===== config.mk =====
export PLATFORM = sky130hd
export DESIGN_NAME = rom_read_arbiter
export DESIGN_NICKNAME = d
export VERILOG_FILES = /design/src/rtl/rom_arb_pkg.sv /design/src/rtl/rr_arbiter2.sv /design/src/rtl/rom_read_arbiter.sv
export SDC_FILE = /design/constraint.sdc
export NUM_CORES = 1
export LEC_CHECK = 0
export ABC_AREA = 1
export BUFFER_PORTS_ARGS = -buffer_cell sky130_fd_sc_hd__buf_2
export CAP_MARGIN = 20
export CORE_MARGIN = 1
export CORE_UTILIZATION = 24
export CTS_CLUSTER_SIZE = 16
export DETAILED_ROUTE_END_ITERATION = 16
export PLACE_DENSITY = 0.53
export SETUP_SLACK_MARGIN = 0.4
export SLEW_MARGIN = 20
export SYNTH_ARGS = -nofsm -noshare
export SYNTH_HDL_FRONTEND = slang
export SYNTH_SLANG_ARGS = --single-unit

===== constraint.sdc =====
create_clock -name clk -period 1.1 [get_ports clk]
set_input_delay 0.22 -clock clk [delete_from_list [all_inputs] [get_ports clk]]
set_output_delay 0.22 -clock clk [all_outputs]
set_load 0.005 [all_outputs]

===== src/rtl/rom_arb_pkg.sv =====
// rom_arb_pkg: shared types for the ROM read arbiter
// Exports NUM_PORTS, port_id_t (port index) and slot_state_e (per-port response slot state).
package rom_arb_pkg;
    localparam int NUM_PORTS = 2;
    typedef logic port_id_t;
    typedef enum logic [1:0] {EMPTY, INFLIGHT, FULL} slot_state_e;
endpackage


===== src/rtl/rr_arbiter2.sv =====
// rr_arbiter2: two-way arbiter turning eligible ports into a one-hot grant
// Ports: eligible[1:0] in, last_grant in (round-robin build only), grant[1:0] out.
// Build option ROM_ARB_FIXED_PRIO_EN: port 0 always wins a tie and last_grant is not used.
module rr_arbiter2 import rom_arb_pkg::*; (
    input  logic [NUM_PORTS-1:0] eligible,
`ifndef ROM_ARB_FIXED_PRIO_EN
    input  port_id_t             last_grant,
`endif
    output logic [NUM_PORTS-1:0] grant
);
`ifdef ROM_ARB_FIXED_PRIO_EN
    assign grant = eligible[0] ? 2'b01 : {eligible[1], 1'b0};
`else
    // On a tie the port that did not win last time goes next.
    assign grant = (&eligible) ? (last_grant ? 2'b01 : 2'b10) : eligible;
`endif
endmodule


===== src/rtl/rom_read_arbiter.sv =====
// rom_read_arbiter: shares one synchronous-read ROM between two requesters
// Ports: clk, rst_n (async, active low); req_valid/req_addr/req_ready request side per port;
// rsp_valid/rsp_data/rsp_ready registered response slot per port; rom_address/rom_data to the ROM.
// Build option ROM_ARB_FIXED_PRIO_EN: fixed priority (port 0 wins), no last_grant register.
module rom_read_arbiter import rom_arb_pkg::*; #(
    parameter int DATA_LENGTH = 32,
    parameter int MEM_LENGTH  = 32,
    parameter int ADDR_W      = $clog2(MEM_LENGTH)
) (
    input  logic                                  clk,
    input  logic                                  rst_n,
    input  logic [NUM_PORTS-1:0]                  req_valid,
    input  logic [NUM_PORTS-1:0][ADDR_W-1:0]      req_addr,
    output logic [NUM_PORTS-1:0]                  req_ready,
    output logic [NUM_PORTS-1:0]                  rsp_valid,
    output logic [NUM_PORTS-1:0][DATA_LENGTH-1:0] rsp_data,
    input  logic [NUM_PORTS-1:0]                  rsp_ready,
    output logic [ADDR_W-1:0]                     rom_address,
    input  logic [DATA_LENGTH-1:0]                rom_data
);
    slot_state_e                          slot_q [NUM_PORTS];
    slot_state_e                          slot_d [NUM_PORTS];
    logic [NUM_PORTS-1:0][DATA_LENGTH-1:0] data_q, data_d;
    logic [ADDR_W-1:0]                    addr_q, addr_d;
    logic                                 tag_valid_q, tag_valid_d;
    port_id_t                             tag_port_q, tag_port_d;
    logic [NUM_PORTS-1:0]                 eligible, arb_grant, grant;
    port_id_t                             gnt_port;
`ifndef ROM_ARB_FIXED_PRIO_EN
    port_id_t                             last_q, last_d;
`endif

    always_comb begin
        for (int i = 0; i < NUM_PORTS; i++)
            eligible[i] = req_valid[i] && (slot_q[i] == EMPTY || (slot_q[i] == FULL && rsp_ready[i]));
    end

    rr_arbiter2 u_arb (
        .eligible   (eligible),
`ifndef ROM_ARB_FIXED_PRIO_EN
        .last_grant (last_q),
`endif
        .grant      (arb_grant)
    );

    // Held low while in reset so no request is accepted before release.
    assign grant       = arb_grant & {NUM_PORTS{rst_n}};
    assign gnt_port    = grant[1];
    assign req_ready   = grant;
    assign rom_address = addr_d;
    assign rsp_data    = data_q;

    always_comb begin
        for (int i = 0; i < NUM_PORTS; i++)
            rsp_valid[i] = slot_q[i] == FULL;
    end

    always_comb begin
        addr_d      = |grant ? req_addr[gnt_port] : addr_q;
        tag_valid_d = |grant;
        tag_port_d  = gnt_port;
`ifndef ROM_ARB_FIXED_PRIO_EN
        last_d      = |grant ? gnt_port : last_q;
`endif
        data_d      = data_q;
        if (tag_valid_q) data_d[tag_port_q] = rom_data;
        for (int i = 0; i < NUM_PORTS; i++)
            slot_d[i] = grant[i] ? INFLIGHT :
                        slot_q[i] == INFLIGHT ? FULL :
                        (slot_q[i] == FULL && rsp_ready[i]) ? EMPTY : slot_q[i];
    end

    always_ff @(posedge clk or negedge rst_n) begin
        if (!rst_n) begin
            addr_q      <= '0;
            tag_valid_q <= 1'b0;
            tag_port_q  <= 1'b0;
            data_q      <= '0;
`ifndef ROM_ARB_FIXED_PRIO_EN
            last_q      <= 1'b1;
`endif
            for (int i = 0; i < NUM_PORTS; i++) slot_q[i] <= EMPTY;
        end else begin
            addr_q      <= addr_d;
            tag_valid_q <= tag_valid_d;
            tag_port_q  <= tag_port_d;
            data_q      <= data_d;
`ifndef ROM_ARB_FIXED_PRIO_EN
            last_q      <= last_d;
`endif
            for (int i = 0; i < NUM_PORTS; i++) slot_q[i] <= slot_d[i];
        end
    end
endmodule

# Word level (Yosys, flattened, before mapping)
# Cells that the tools add are included.
[op_classes]
magnitude_cmp = 3
eq_ne = 4
muxes = 14
n_bitwise = 1
reduce_logical = 13
[op_table]
columns = ["operator", "n"]
rows = [
  ["bitwise mux 64 bit", 1],
  ["demux 32 bit (select 1 bit)", 1],
  ["2-to-1 mux 32 bit", 1],
  ["2-to-1 mux 2 bit", 8],
  ["2-to-1 mux 5 bit", 3],
  ["nonzero test 3 bit", 2],
  ["logical AND 1 bit", 5],
  ["== test 2 x 1 -> 1 bit, second input constant", 2],
  ["== test 2 bit, second input constant", 2],
  ["zero test 2 bit", 2],
  ["less-than comparator 1 x 2 -> 1 bit, second input constant", 2],
  ["bitwise AND 2 bit", 1],
  ["logical OR 1 bit", 2],
  ["AND reduction 2 bit", 1],
  ["OR reduction 2 bit", 1],
  [">= comparator 1 bit, second input constant", 1],
]
[word_totals]
register_bits = 76
input_bits = 48
output_inout_bits = 73
word_cells = 43

# Longest topological paths before layout
# Gate-level depths: netlist (run 1).
[logic_depth]
word_depth = 10
ltp_mapped = 8
mapped_depth_nobuf = 8

# Cells and area by module
# Synthesis (run 1) repeated with hierarchy kept, for this count alone.
[unflattened]
cells_unflattened = 313
area_unflattened_um2 = 2947.8
[modules_own_cells]
columns = ["mod", "n_inst", "cells_per_inst", "area_each_um2", "seq_area_each_um2"]
rows = [
  ["rom_read_arbiter", 1, 308, 2926.6, 1903.1],
  ["rr_arbiter2", 1, 5, 21.3, 0.0],
]

# Worst setup path before layout (run 1)
# Ideal clock, no wire load.
[synth_timing]
kind = "reg-to-output"
startpoint = "reg slot_q[2] (netlist bit)"
endpoint = "out req_ready[1]"
t_arrival_ns = 0.975
required_ns = 0.880
path_slack_ns = -0.095
stages_incl_launch_ff = 6
path_buffers = 1
cell_sequence = "dfrtp_1 -> nor2_4 -> nand3_2 -> nand2_4 -> inv_1 -> buf_4"
[synth_via]
elab_chain_cells = 7
elab_cells_between_ends = 8
classes_between = "1 x eq/ne; 1 x mux; 1 x bitwise; 5 x reduce/logical"
[synth_rtl]
columns = ["element", "line", "rtl"]
rows = [
  ["start: declaration", "rom_read_arbiter.sv:21", "slot_state_e slot_q [NUM_PORTS];"],
  ["== test 2 bit", "rom_read_arbiter.sv:35", "eligible[i] = req_valid[i] && (slot_q[i] == EMPTY || (slot_q[i] == FULL && rsp_ready[i]));"],
  ["logical AND 1 bit", "rom_read_arbiter.sv:35", ""],
  ["logical OR 1 bit *", "rom_read_arbiter.sv:35", ""],
  ["logical AND 1 bit *", "rom_read_arbiter.sv:35", ""],
  ["AND reduction 2 bit *", "rr_arbiter2.sv:15", "assign grant = (&eligible) ? (last_grant ? 2'b01 : 2'b10) : eligible;"],
  ["2-to-1 mux 2 bit *", "rr_arbiter2.sv:15", ""],
  ["bitwise AND 2 bit *", "rom_read_arbiter.sv:47", "assign grant = arb_grant & {NUM_PORTS{rst_n}};"],
  ["end: declaration", "rom_read_arbiter.sv:14", "output logic [NUM_PORTS-1:0] req_ready,"],
]
# Mark *: on every way between the ends. The rest lies on a longest branch, timed or not.

# Worst setup path after layout (run 1)
[layout_timing]
startpoint = "reg slot_q[0] (netlist bit)"
endpoint = "out rom_address[3]"
[layout_via]
elab_cells_between_ends = 12
classes_between = "1 x eq/ne; 4 x mux; 1 x bitwise; 6 x reduce/logical"
[layout_lines]
columns = ["element", "line", "rtl"]
rows = [
  ["== test 2 bit", "rom_read_arbiter.sv:35", ""],
  ["logical AND 1 bit", "rom_read_arbiter.sv:35", ""],
  ["logical OR 1 bit *", "rom_read_arbiter.sv:35", ""],
  ["logical AND 1 bit *", "rom_read_arbiter.sv:35", ""],
  ["AND reduction 2 bit", "rr_arbiter2.sv:15", ""],
  ["2-to-1 mux 2 bit *", "rr_arbiter2.sv:15", ""],
  ["bitwise AND 2 bit *", "rom_read_arbiter.sv:47", ""],
  ["OR reduction 2 bit *", "--", ""],
  ["named net tag_valid_d", "rom_read_arbiter.sv:25", "logic tag_valid_q, tag_valid_d;"],
  ["2-to-1 mux 5 bit *", "rom_read_arbiter.sv:59", "addr_d = |grant ? req_addr[gnt_port] : addr_q;"],
  ["end: declaration", "rom_read_arbiter.sv:18", "output logic [ADDR_W-1:0] rom_address,"],
]
# The timed path passes the listed nets; every way through them passes the cells marked *. The select of a mux whose other input is x is not followed.

==> flow_metrics.env, run 1 <==
export IMPL_number_of_drc_violations_after_detailed_routing_iteration_0=92
export IMPL_syn_area_per_cell_um2=9.52
export IMPL_yosys_cell_types_count=18
export IMPL_synthCells=314
export IMPL_max_freq_mhz=587
export IMPL_vdd_ir_drop_max_mv=0.516
export IMPL_worst_setup_hold_path_clk_slew_ps=60
export IMPL_power_report_internal_total_mw=5.15
export IMPL_postLayoutCellArea_mm2=0.00548
export IMPL_final_core_util=0.454
export IMPL_io_buffer_count=120
export IMPL_crit_buf_inv=1
export IMPL_viasPerCell=4.14
export IMPL_largest_cells_by_area_after_synthesis="dfrtp_1, o21ai_0, nand2_1, inv_1, nand3_1"
export IMPL_cell_total_after_placement=605
export IMPL_global_route_usage_total=0.150
export IMPL_cap_viol_max_count=0
export IMPL_final_antenna_net_count=0
export IMPL_area_after_dpl_mm2=0.00394
export IMPL_chip_height_um=114
export IMPL_synthDominantAreaCellType="dfrtp_1"
export IMPL_synth_area_mm2=0.00299
export IMPL_power_total_mw=6.71
export IMPL_fill_cells=1159
export IMPL_power_switching_mw=1.56
export IMPL_mostFrequentLayoutCell="buf_2"
export IMPL_fin_skew_ps=3.74
export IMPL_cp_startpoint="slot_q[0]"
export IMPL_die_width_um=114
export IMPL_cpLargestDelayFamily="simple AND/OR/NAND/NOR gates"
export IMPL_worst_ep_required_time_ps=880
export IMPL_p_clk_frac=0.418
export IMPL_dpl_hpwl_um=4890
export IMPL_cts_made_buffers=9
export IMPL_pre_cts_setup_slack_ps=-264
export IMPL_total_core_area_mm2=0.0121
export IMPL_wl_per_cell_um=13.5
export IMPL_via_count=2861
export IMPL_p_leak_nw=2.80
export IMPL_commonest_cells_after_routing_fill_and_taps_aside="buf_2, dfrtp_1, buf_4"
export IMPL_cts_sink_count=76
export IMPL_placementRows=40
export IMPL_p_seq_frac=0.456
export IMPL_via_count_of_the_first_global_routing_pass=2778
export IMPL_grt_overflow_total=0
export IMPL_layout_area_seq_mm2=0.00190
export IMPL_timing_critical_path_from_type="flip-flop"
export IMPL_critPathMaxFanout=7
export IMPL_postSynthRegisterBits=76
export IMPL_max_slew_margin=0.502
export IMPL_yosys_warnings=0
export IMPL_clk_root_buffer_cell="clkbuf_16"
export IMPL_syn_num_nets=362
export IMPL_final_setup_viol_count=37
export IMPL_gp_congestion=0.742
export IMPL_filler_free_cell_count_of_the_finished_design=691
export IMPL_final_worst_setup_slack_ps=-604
export IMPL_final_setup_tns_ps=-5390
export IMPL_run_status="finished with violations"
export IMPL_remaining_drc_errors=0
export IMPL_setup_worst_path_class="reg -> out"
export IMPL_design_die_area_mm2=0.0129
export IMPL_final_min_period_over_clock_period=1.55
export IMPL_worst_pin_slew_ps=747
export IMPL_antennaDiodeCount=0
export IMPL_power_switching_fraction=0.233
export IMPL_crit_path_top_delay_cell="dfrtp_1"
export IMPL_synth_top_area_frac=0.628
export IMPL_crit_chain="nor2_4 -> nand3_2 -> nand2_4 -> nand3_1 -> nand2_1 -> buf_2"
export IMPL_cts_tree="built"
export IMPL_power_density_mw_per_mm2=1220
export IMPL_htree_levels=3
export IMPL_detailedRoute_firstPassIterationCount=4
export IMPL_finalNetCount=568
export IMPL_critical_path_max_stage_delay_ps=400
export IMPL_grt_max_degree=59
export IMPL_io_pins=121
export IMPL_grt_antenna_before_repair=1
export IMPL_clockBufferDepth=2
export IMPL_multiInputGateArea_mm2=0.00124
export IMPL_rsz0062_at_grt="yes"
export IMPL_start_util=0.248
export IMPL_post_route_cells_drive_above_1_share=0.618
export IMPL_finalWirelength_um=9330
export IMPL_critPathArrivalTime_ps=1480
export IMPL_seq_area_frac_synth=0.636
export IMPL_power_frac_comb=0.127
export IMPL_min_delay_start="rom_data[21]"
export IMPL_post_synthesis_to_final_layout_area_growth_pct=83.2
export IMPL_r2r_start="slot_q[2]"
export IMPL_grt_pass1_wl_um=14300
export IMPL_holdCritPathClass="in -> reg"
export IMPL_violations="negative setup slack"
export IMPL_hold_viol_final=0
export IMPL_period_needed_ps=1700
export IMPL_maxSlewViolCount=0
export IMPL_endpoint_kind="output port"
export IMPL_clk_lat_worst_skew_ps=340
export IMPL_holdWs_ps=134
## power groups by stage
stage          Combinational (mW)  Clock [mW]  Sequential [mW]
4_1_cts                     0.719        2.89             3.06
2_1_floorplan               0.196           0             3.11
6_report                    0.849        2.80             3.06
3_5_place_dp                0.579           0             3.10
5_1_grt                     0.947        3.03             3.07
3_3_place_gp                0.570           0             3.09
## cells in the mapped netlist
cell and n:
clkbuf_1 6, o21ai_0 65, nand3_2 2, dfrtp_1 75, o22ai_1 1, buf_2 6
nand2_1 79, inv_2 1, nand3_4 1, nand3_1 16, nor2_1 4, buf_4 2
dfstp_2 1, inv_1 47, nand2_2 4, nor2_4 2, nand2_4 1, nor2_8 1
## path summary, 6_finish.rpt
check / end / slack [ps] / cells past startpoint
max in group asynchronous: last_q / 390 / 3
worst min register to register: rsp_data[57] / 470 / 2
worst max register to register: tag_port_q / -160 / 7
min in group asynchronous: slot_q[2] / 140 / 2
worst min-delay path: rsp_data[21] / 130 / 3
worst max-delay path: rom_address[3] / -600 / 6
## tightest hold or removal path, stage by stage
cell and delay [ps]:
buf_2 90, inv_1 50, o21ai_1 60
## cell families (layout without fill, tap and decap cells)
| logic type | after synthesis | in the layout | synth area share |
|---|---|---|---|
| AO/OA/AOI/OAI | 66 | 66 | 0.111 |
| AND/OR/NAND/NOR | 110 | 110 | 0.170 |
| flip-flops | 76 | 76 | 0.636 |
| buffers and inverters | 62 | 271 | 0.0828 |
## sequential cells by signal, indices dropped and copies added, names as in the netlist
signal,cells
slot_q,4
addr_q,5
tag_port_q,1
last_q,1
tag_valid_q,1
rsp_data,64
## per-layer routing
| metal | global-route usage | vias up | part of all wire |
|---|---|---|---|
| met5 | 0 | - | 0 |
| met2 | 0.233 | 84 | 0.47 |
| li1 | - | 1408 | - |
| met1 | 0.194 | 1355 | 0.46 |
| met4 | 0.0746 | 0 | 0.025 |
| met3 | 0.0377 | 14 | 0.047 |
## layout make-up
| class | count | share of cell area |
|---|---|---|
| flip-flops and latches | 76 | 0.348 |
| repair buffers | 209 | 0.306 |
| multi-input cells | 176 | 0.226 |
| clock buffers | 11 | 0.0425 |
| well taps | 168 | 0.0384 |
| inverters | 48 | 0.0329 |
| clock inverters | 3 | 0.00731 |
## repair_timing
action	4_1_cts	5_1_grt
gates resized for setup	105	35
endpoints found under the setup margin	165	222
buffers inserted	33	26
hold endpoints to repair	17	0
pin swaps	5	2
hold buffers	1	0
gates cloned	12	0
Note: power is estimated with default switching activity, not from simulation.
==> run 2, diff against run 1 <==
- ABC_AREA: 1 -> default
- RECOVER_POWER: default -> 25
==> flow_metrics.env, run 2 <==
export IMPL_post_route_cells_drive_above_1_share=0.749
export IMPL_timing_reg2reg_setup_slack_ps=-270
export IMPL_finalNetCount=445
export IMPL_syn_num_nets=234
export IMPL_worst_ep_required_time_ps=880
export IMPL_critPathMaxFanout=3
export IMPL_fill_cells=1104
export IMPL_synth_cells_most_frequent="dfrtp_1, mux2_1, nand2_1"
export IMPL_die_width_um=113
export IMPL_synthDominantAreaCellType="dfrtp_1"
export IMPL_placementRows=40
export IMPL_cts_made_buffers=9
export IMPL_syn_area_per_cell_um2=15.8
export IMPL_leading_register_cell_type_out_of_synthesis="dfrtp_1"
export IMPL_remaining_drc_errors=0
export IMPL_finalWirelength_um=7970
export IMPL_yosys_warnings=0
export IMPL_io_buffer_count=120
export IMPL_clockBufferDepth=2
export IMPL_synthCells=186
export IMPL_critPathArrivalTime_ps=1710
export IMPL_design_die_area_mm2=0.0127
export IMPL_setup_worst_path_class="reg -> out"
export IMPL_gp_congestion=0.748
export IMPL_chip_height_um=113
export IMPL_area_after_dpl_mm2=0.00410
export IMPL_power_total_mw=14.5
export IMPL_async_reset_ff_frac=1.00
export IMPL_worst_pin_slew_ps=490
export IMPL_rsz0062_at_grt="yes"
export IMPL_max_freq_mhz=519
export IMPL_synth_most_common_cell="dfrtp_1"
export IMPL_final_worst_setup_slack_ps=-828
export IMPL_largest_cells_by_area_after_synthesis="dfrtp_1, mux2_1, a221o_1, buf_4, dfstp_2"
export IMPL_largest_reg_flops=64
export IMPL_postSynthRegisterBits=76
export IMPL_synth_top_area_frac=0.637
export IMPL_hold_viol_final=0
export IMPL_grt_pass1_wl_um=12300
export IMPL_vdd_ir_drop_max_mv=1.22
export IMPL_crit_chain="nor2b_4 -> nor4b_4 -> buf_4 -> nor3_1 -> a221o_1 -> buf_2"
export IMPL_power_density_mw_per_mm2=2790
export IMPL_cts_sink_count=76
export IMPL_max_slew_margin=0.673
export IMPL_maxSlewViolCount=0
export IMPL_mostFrequentLayoutCell="buf_2"
export IMPL_final_antenna_net_count=0
export IMPL_grt_antenna_before_repair=0
export IMPL_cp_startpoint="slot_q[1]"
export IMPL_rr_worst_depth=5
export IMPL_holdCritPathClass="in -> reg"
export IMPL_critical_path_max_stage_delay_ps=370
export IMPL_total_core_area_mm2=0.0120
export IMPL_grt_max_degree=40
export IMPL_crit_path_top_delay_cell="dfrtp_1"
export IMPL_clk_lat_worst_skew_ps=340
export IMPL_cts_tree="built"
export IMPL_clk_root_buffer_cell="clkbuf_16"
export IMPL_r2r_start="tag_port_q"
export IMPL_viasPerCell=4.26
export IMPL_synth_area_mm2=0.00295
export IMPL_global_route_usage_total=0.130
export IMPL_final_min_period_over_clock_period=1.75
export IMPL_number_of_drc_violations_after_detailed_routing_iteration_0=63
export IMPL_grt_overflow_total=0
export IMPL_commonest_cells_after_routing_fill_and_taps_aside="buf_2, dfrtp_1, mux2_4"
export IMPL_post_synthesis_to_final_layout_area_growth_pct=76.3
export IMPL_io_pins=121
export IMPL_postLayoutCellArea_mm2=0.00519
export IMPL_dpl_hpwl_um=4670
export IMPL_endpoint_kind="output port"
export IMPL_yosys_cell_types_count=23
export IMPL_detailedRoute_firstPassIterationCount=4
export IMPL_worstSetupEndpoint="rom_address[4]"
export IMPL_via_count=2336
export IMPL_synth_enable_flop_cells=0
export IMPL_p_leak_nw=2.71
export IMPL_wl_per_cell_um=14.5
export IMPL_violations="negative setup slack"
export IMPL_seq_area_frac_synth=0.646
export IMPL_timing_critical_path_from_type="flip-flop"
export IMPL_period_needed_ps=1930
export IMPL_final_setup_viol_count=83
export IMPL_cap_viol_max_count=0
export IMPL_via_count_of_the_first_global_routing_pass=2345
export IMPL_worstReg2RegEnd="rsp_data[1]"
export IMPL_run_status="finished with violations"
export IMPL_fin_skew_ps=4.84
export IMPL_start_util=0.245
export IMPL_htree_levels=3
export IMPL_worst_setup_hold_path_clk_slew_ps=60
export IMPL_antennaDiodeCount=0
run 2: changes by cell type after synthesis, sizes merged, moves of 7 or more:
cell	change
o21ai	-64
nand3	-18
nor2	-7
nand2	-77
mux2	+64
inv	-47
run 2: through the flow:
step	setup slack [ps]	instances	setup TNS (ps)	hold slack, ps	utilization
global placement	-533	458	-14180	182	0.341
floorplan	-337	186	-8210	-75.6	-
finish	-828	549	-20780	125	0.433
global route	-942	549	-25560	110	0.433
detailed placement	-564	458	-14540	187	0.341
CTS	-862	524	-20160	107	0.415
run 2: cell families after synthesis:
kind of cell           synth area share
AND/OR/NAND/NOR                  0.0577
multiplexers                      0.245
flip-flops                        0.646
AO/OA/AOI/OAI                    0.0276
buffers and inverters            0.0242
run 2: final cells by class:
class                           instances  area [um^2]  area share
Clock buffer                           10          229      0.0441
Clock inverter                          6         41.3     0.00795
Inverter                                1         3.75    0.000723
Multi-Input combinational cell         99         1290       0.249
Sequential cell                        76         1900       0.367
Tap cell                              147          184      0.0354
Timing Repair Buffer                  210         1540       0.296
run 2: what timing repair did:
item                                    4_1_cts  5_1_grt
cloned                                        5        0
gates resized for setup                      25        9
hold buffers                                  1        0
buffers inserted                             44       25
pin swaps                                    10        6
hold endpoints to repair                      4        0
endpoints found under the setup margin      149      150
run 2: per-layer routing:
| layer | GRT usage | share of wire | vias up |
|---|---|---|---|
| li1 | - | - | 1077 |
| met1 | 0.163 | 0.45 | 1174 |
| met2 | 0.204 | 0.48 | 78 |
| met3 | 0.0552 | 0.059 | 7 |
| met4 | 0.0373 | 0.011 | 0 |
| met5 | 0 | 0 | - |
run 2: worst min-delay path by stage:
stage	from	endpoint	slack, ps	depth (start not counted)
final	rom_data[13]	rsp_data[13]	130	2
after detailed placement	rst_n	addr_q[3]	190	2
after floorplan	rst_n	addr_q[0]	-80	0
after global placement	rst_n	slot_q[1]	180	2
after global routing	rom_data[18]	rsp_data[50]	110	2
after CTS	rst_n	addr_q[4]	110	3
run 2: power breakdown:
group          internal (mW)  switching [mW]  leakage [nW]
combinational           4.75            2.09          1.69
clock                   1.52            1.18         0.124
sequential              4.20           0.742         0.894
total                   10.5            4.01          2.71
run 2: worst max-delay path, delay by kind of cell, from the launching register on:
family | cells | cell delay (ps)
buffers and inverters | 2 | 310
AO/OA/AOI/OAI | 1 | 280
AND/OR/NAND/NOR | 3 | 420
flip-flops | 1 | 370
==> run 3, diff against run 2 <==
- RECOVER_POWER: 25 -> default
==> flow_metrics.env, run 3 (synthesized netlist as in run 2, its figures left out) <==
export IMPL_design_die_area_mm2=0.0127
export IMPL_grt_antenna_before_repair=0
export IMPL_clk_root_buffer_cell="clkbuf_16"
export IMPL_chip_height_um=113
export IMPL_crit_chain="nor2b_4 -> nand3_1 -> and3_4 -> a221o_1 -> buf_2"
export IMPL_final_setup_viol_count=83
export IMPL_holdWs_ps=59.8
export IMPL_pre_cts_setup_slack_ps=-564
export IMPL_crit_buf_inv=1
export IMPL_maxSlewViolCount=0
export IMPL_run_status="finished with violations"
export IMPL_placementRows=40
export IMPL_power_total_mw=14.5
export IMPL_cts_tree="built"
export IMPL_critPathMaxFanout=8
export IMPL_final_min_period_over_clock_period=1.75
export IMPL_timing_reg2reg_setup_slack_ps=-270
export IMPL_via_count_of_the_first_global_routing_pass=2345
export IMPL_io_pins=121
export IMPL_cell_total_after_placement=458
export IMPL_final_antenna_net_count=0
export IMPL_remaining_drc_errors=0
export IMPL_htree_levels=3
export IMPL_fill_cells=1099
export IMPL_rsz0062_at_grt="yes"
export IMPL_final_setup_tns_ps=-20850
export IMPL_holdCritPathClass="in -> async"
export IMPL_worst_setup_hold_path_clk_slew_ps=60
export IMPL_critPathArrivalTime_ps=1710
export IMPL_area_after_dpl_mm2=0.00410
export IMPL_max_slew_margin=0.673
export IMPL_via_count=2329
export IMPL_violations="negative setup slack"
export IMPL_grt_max_degree=40
export IMPL_postLayoutCellArea_mm2=0.00522
export IMPL_period_needed_ps=1930
export IMPL_cap_viol_max_count=0
export IMPL_p_leak_nw=2.73
export IMPL_grt_pass1_wl_um=12300
export IMPL_final_core_util=0.434
export IMPL_layout_area_seq_mm2=0.00190
export IMPL_cts_made_buffers=9
export IMPL_setup_worst_path_class="reg -> out"
export IMPL_timing_critical_path_from_type="flip-flop"
export IMPL_antennaDiodeCount=0
export IMPL_worst_ep_required_time_ps=880
export IMPL_mostFrequentLayoutCell="buf_2"
export IMPL_crit_path_top_delay_cell="dfrtp_1"
export IMPL_detailedRoute_firstPassIterationCount=5
export IMPL_fin_skew_ps=4.18
export IMPL_vdd_ir_drop_max_mv=1.22
export IMPL_finalNetCount=445
export IMPL_grt_overflow_total=0
export IMPL_global_route_usage_total=0.130
export IMPL_io_buffer_count=120
export IMPL_power_density_mw_per_mm2=2780
export IMPL_commonest_cells_after_routing_fill_and_taps_aside="buf_2, dfrtp_1, buf_4"
export IMPL_clockBufferDepth=2
export IMPL_finalWirelength_um=7980
export IMPL_wl_per_cell_um=14.5
export IMPL_total_core_area_mm2=0.0120
export IMPL_post_route_cells_drive_above_1_share=0.754
export IMPL_cpLargestDelayFamily="simple AND/OR/NAND/NOR gates"
export IMPL_clk_lat_worst_skew_ps=340
export IMPL_dpl_hpwl_um=4670
export IMPL_viasPerCell=4.24
export IMPL_final_worst_setup_slack_ps=-829
export IMPL_hold_viol_final=0
export IMPL_post_synthesis_to_final_layout_area_growth_pct=77.1
export IMPL_gp_congestion=0.748
export IMPL_die_width_um=113
export IMPL_multiInputGateArea_mm2=0.00129
export IMPL_endpoint_kind="output port"
export IMPL_largest_reg_flops=64
export IMPL_start_util=0.245
export IMPL_number_of_drc_violations_after_detailed_routing_iteration_0=63
export IMPL_worst_pin_slew_ps=491
export IMPL_max_freq_mhz=518
export IMPL_filler_free_cell_count_of_the_finished_design=549
export IMPL_cts_sink_count=76
export IMPL_critical_path_max_stage_delay_ps=410
-- run 3: changes by cell type in the layout (fill, tap and decap cells not counted), sizes merged --
| cell | previous run | this run |
|---|---|---|
| clkbuf | 13 | 10 |
| buf | 206 | 209 |
| dlymetal6s4s | 0 | 1 |
| clkdlybuf4s25 | 1 | 0 |
-- run 3: where the power goes --
group | leakage, nW | switching [mW] | internal, mW
clock network | 0.124 | 1.18 | 1.52
logic | 1.72 | 2.09 | 4.76
registers | 0.894 | 0.743 | 4.20
total | 2.73 | 4.01 | 10.5
-- run 3: path summary, 6_finish.rpt --
| kind | startpoint | endpoint | cells past startpoint |
|---|---|---|---|
| max | slot_q[2] | rom_address[3] | 5 |
| min | rst_n | addr_q[3] | 3 |
| max reg2reg | tag_port_q | rsp_data[1] | 5 |
| min reg2reg | rsp_data[40] | rsp_data[40] | 1 |
| max in group asynchronous | rst_n | rsp_data[57] | 3 |
| min in group clk | rom_data[13] | rsp_data[13] | 2 |
-- run 3: tightest hold or removal path: stages --
cell	delay, ps
buf_4	130
buf_12	120
dlymetal6s4s_1	290
-- run 3: layer usage --
layer	global-route usage	up-vias	part of all wire
met1	0.163	1167	0.45
met2	0.204	78	0.48
li1	-	1077	-
met3	0.0552	7	0.058
met5	0	-	0
met4	0.0373	0	0.011
-- run 3: final cells by class --
| class | instances | share of cell area |
|---|---|---|
| multi-input cells | 99 | 0.248 |
| well taps | 147 | 0.0353 |
| flip-flops and latches | 76 | 0.365 |
| repair buffers | 210 | 0.299 |
| inverters | 1 | 0.000719 |
| clock inverters | 6 | 0.00791 |
| clock buffers | 10 | 0.0439 |
-- run 3: what timing repair did --
action	4_1_cts	5_1_grt
cloned	5	0
gates resized for setup	25	9
endpoints found under the hold margin	4	0
hold buffers	1	0
pin swaps	10	6
buffers inserted	44	25
setup endpoints to repair	149	150
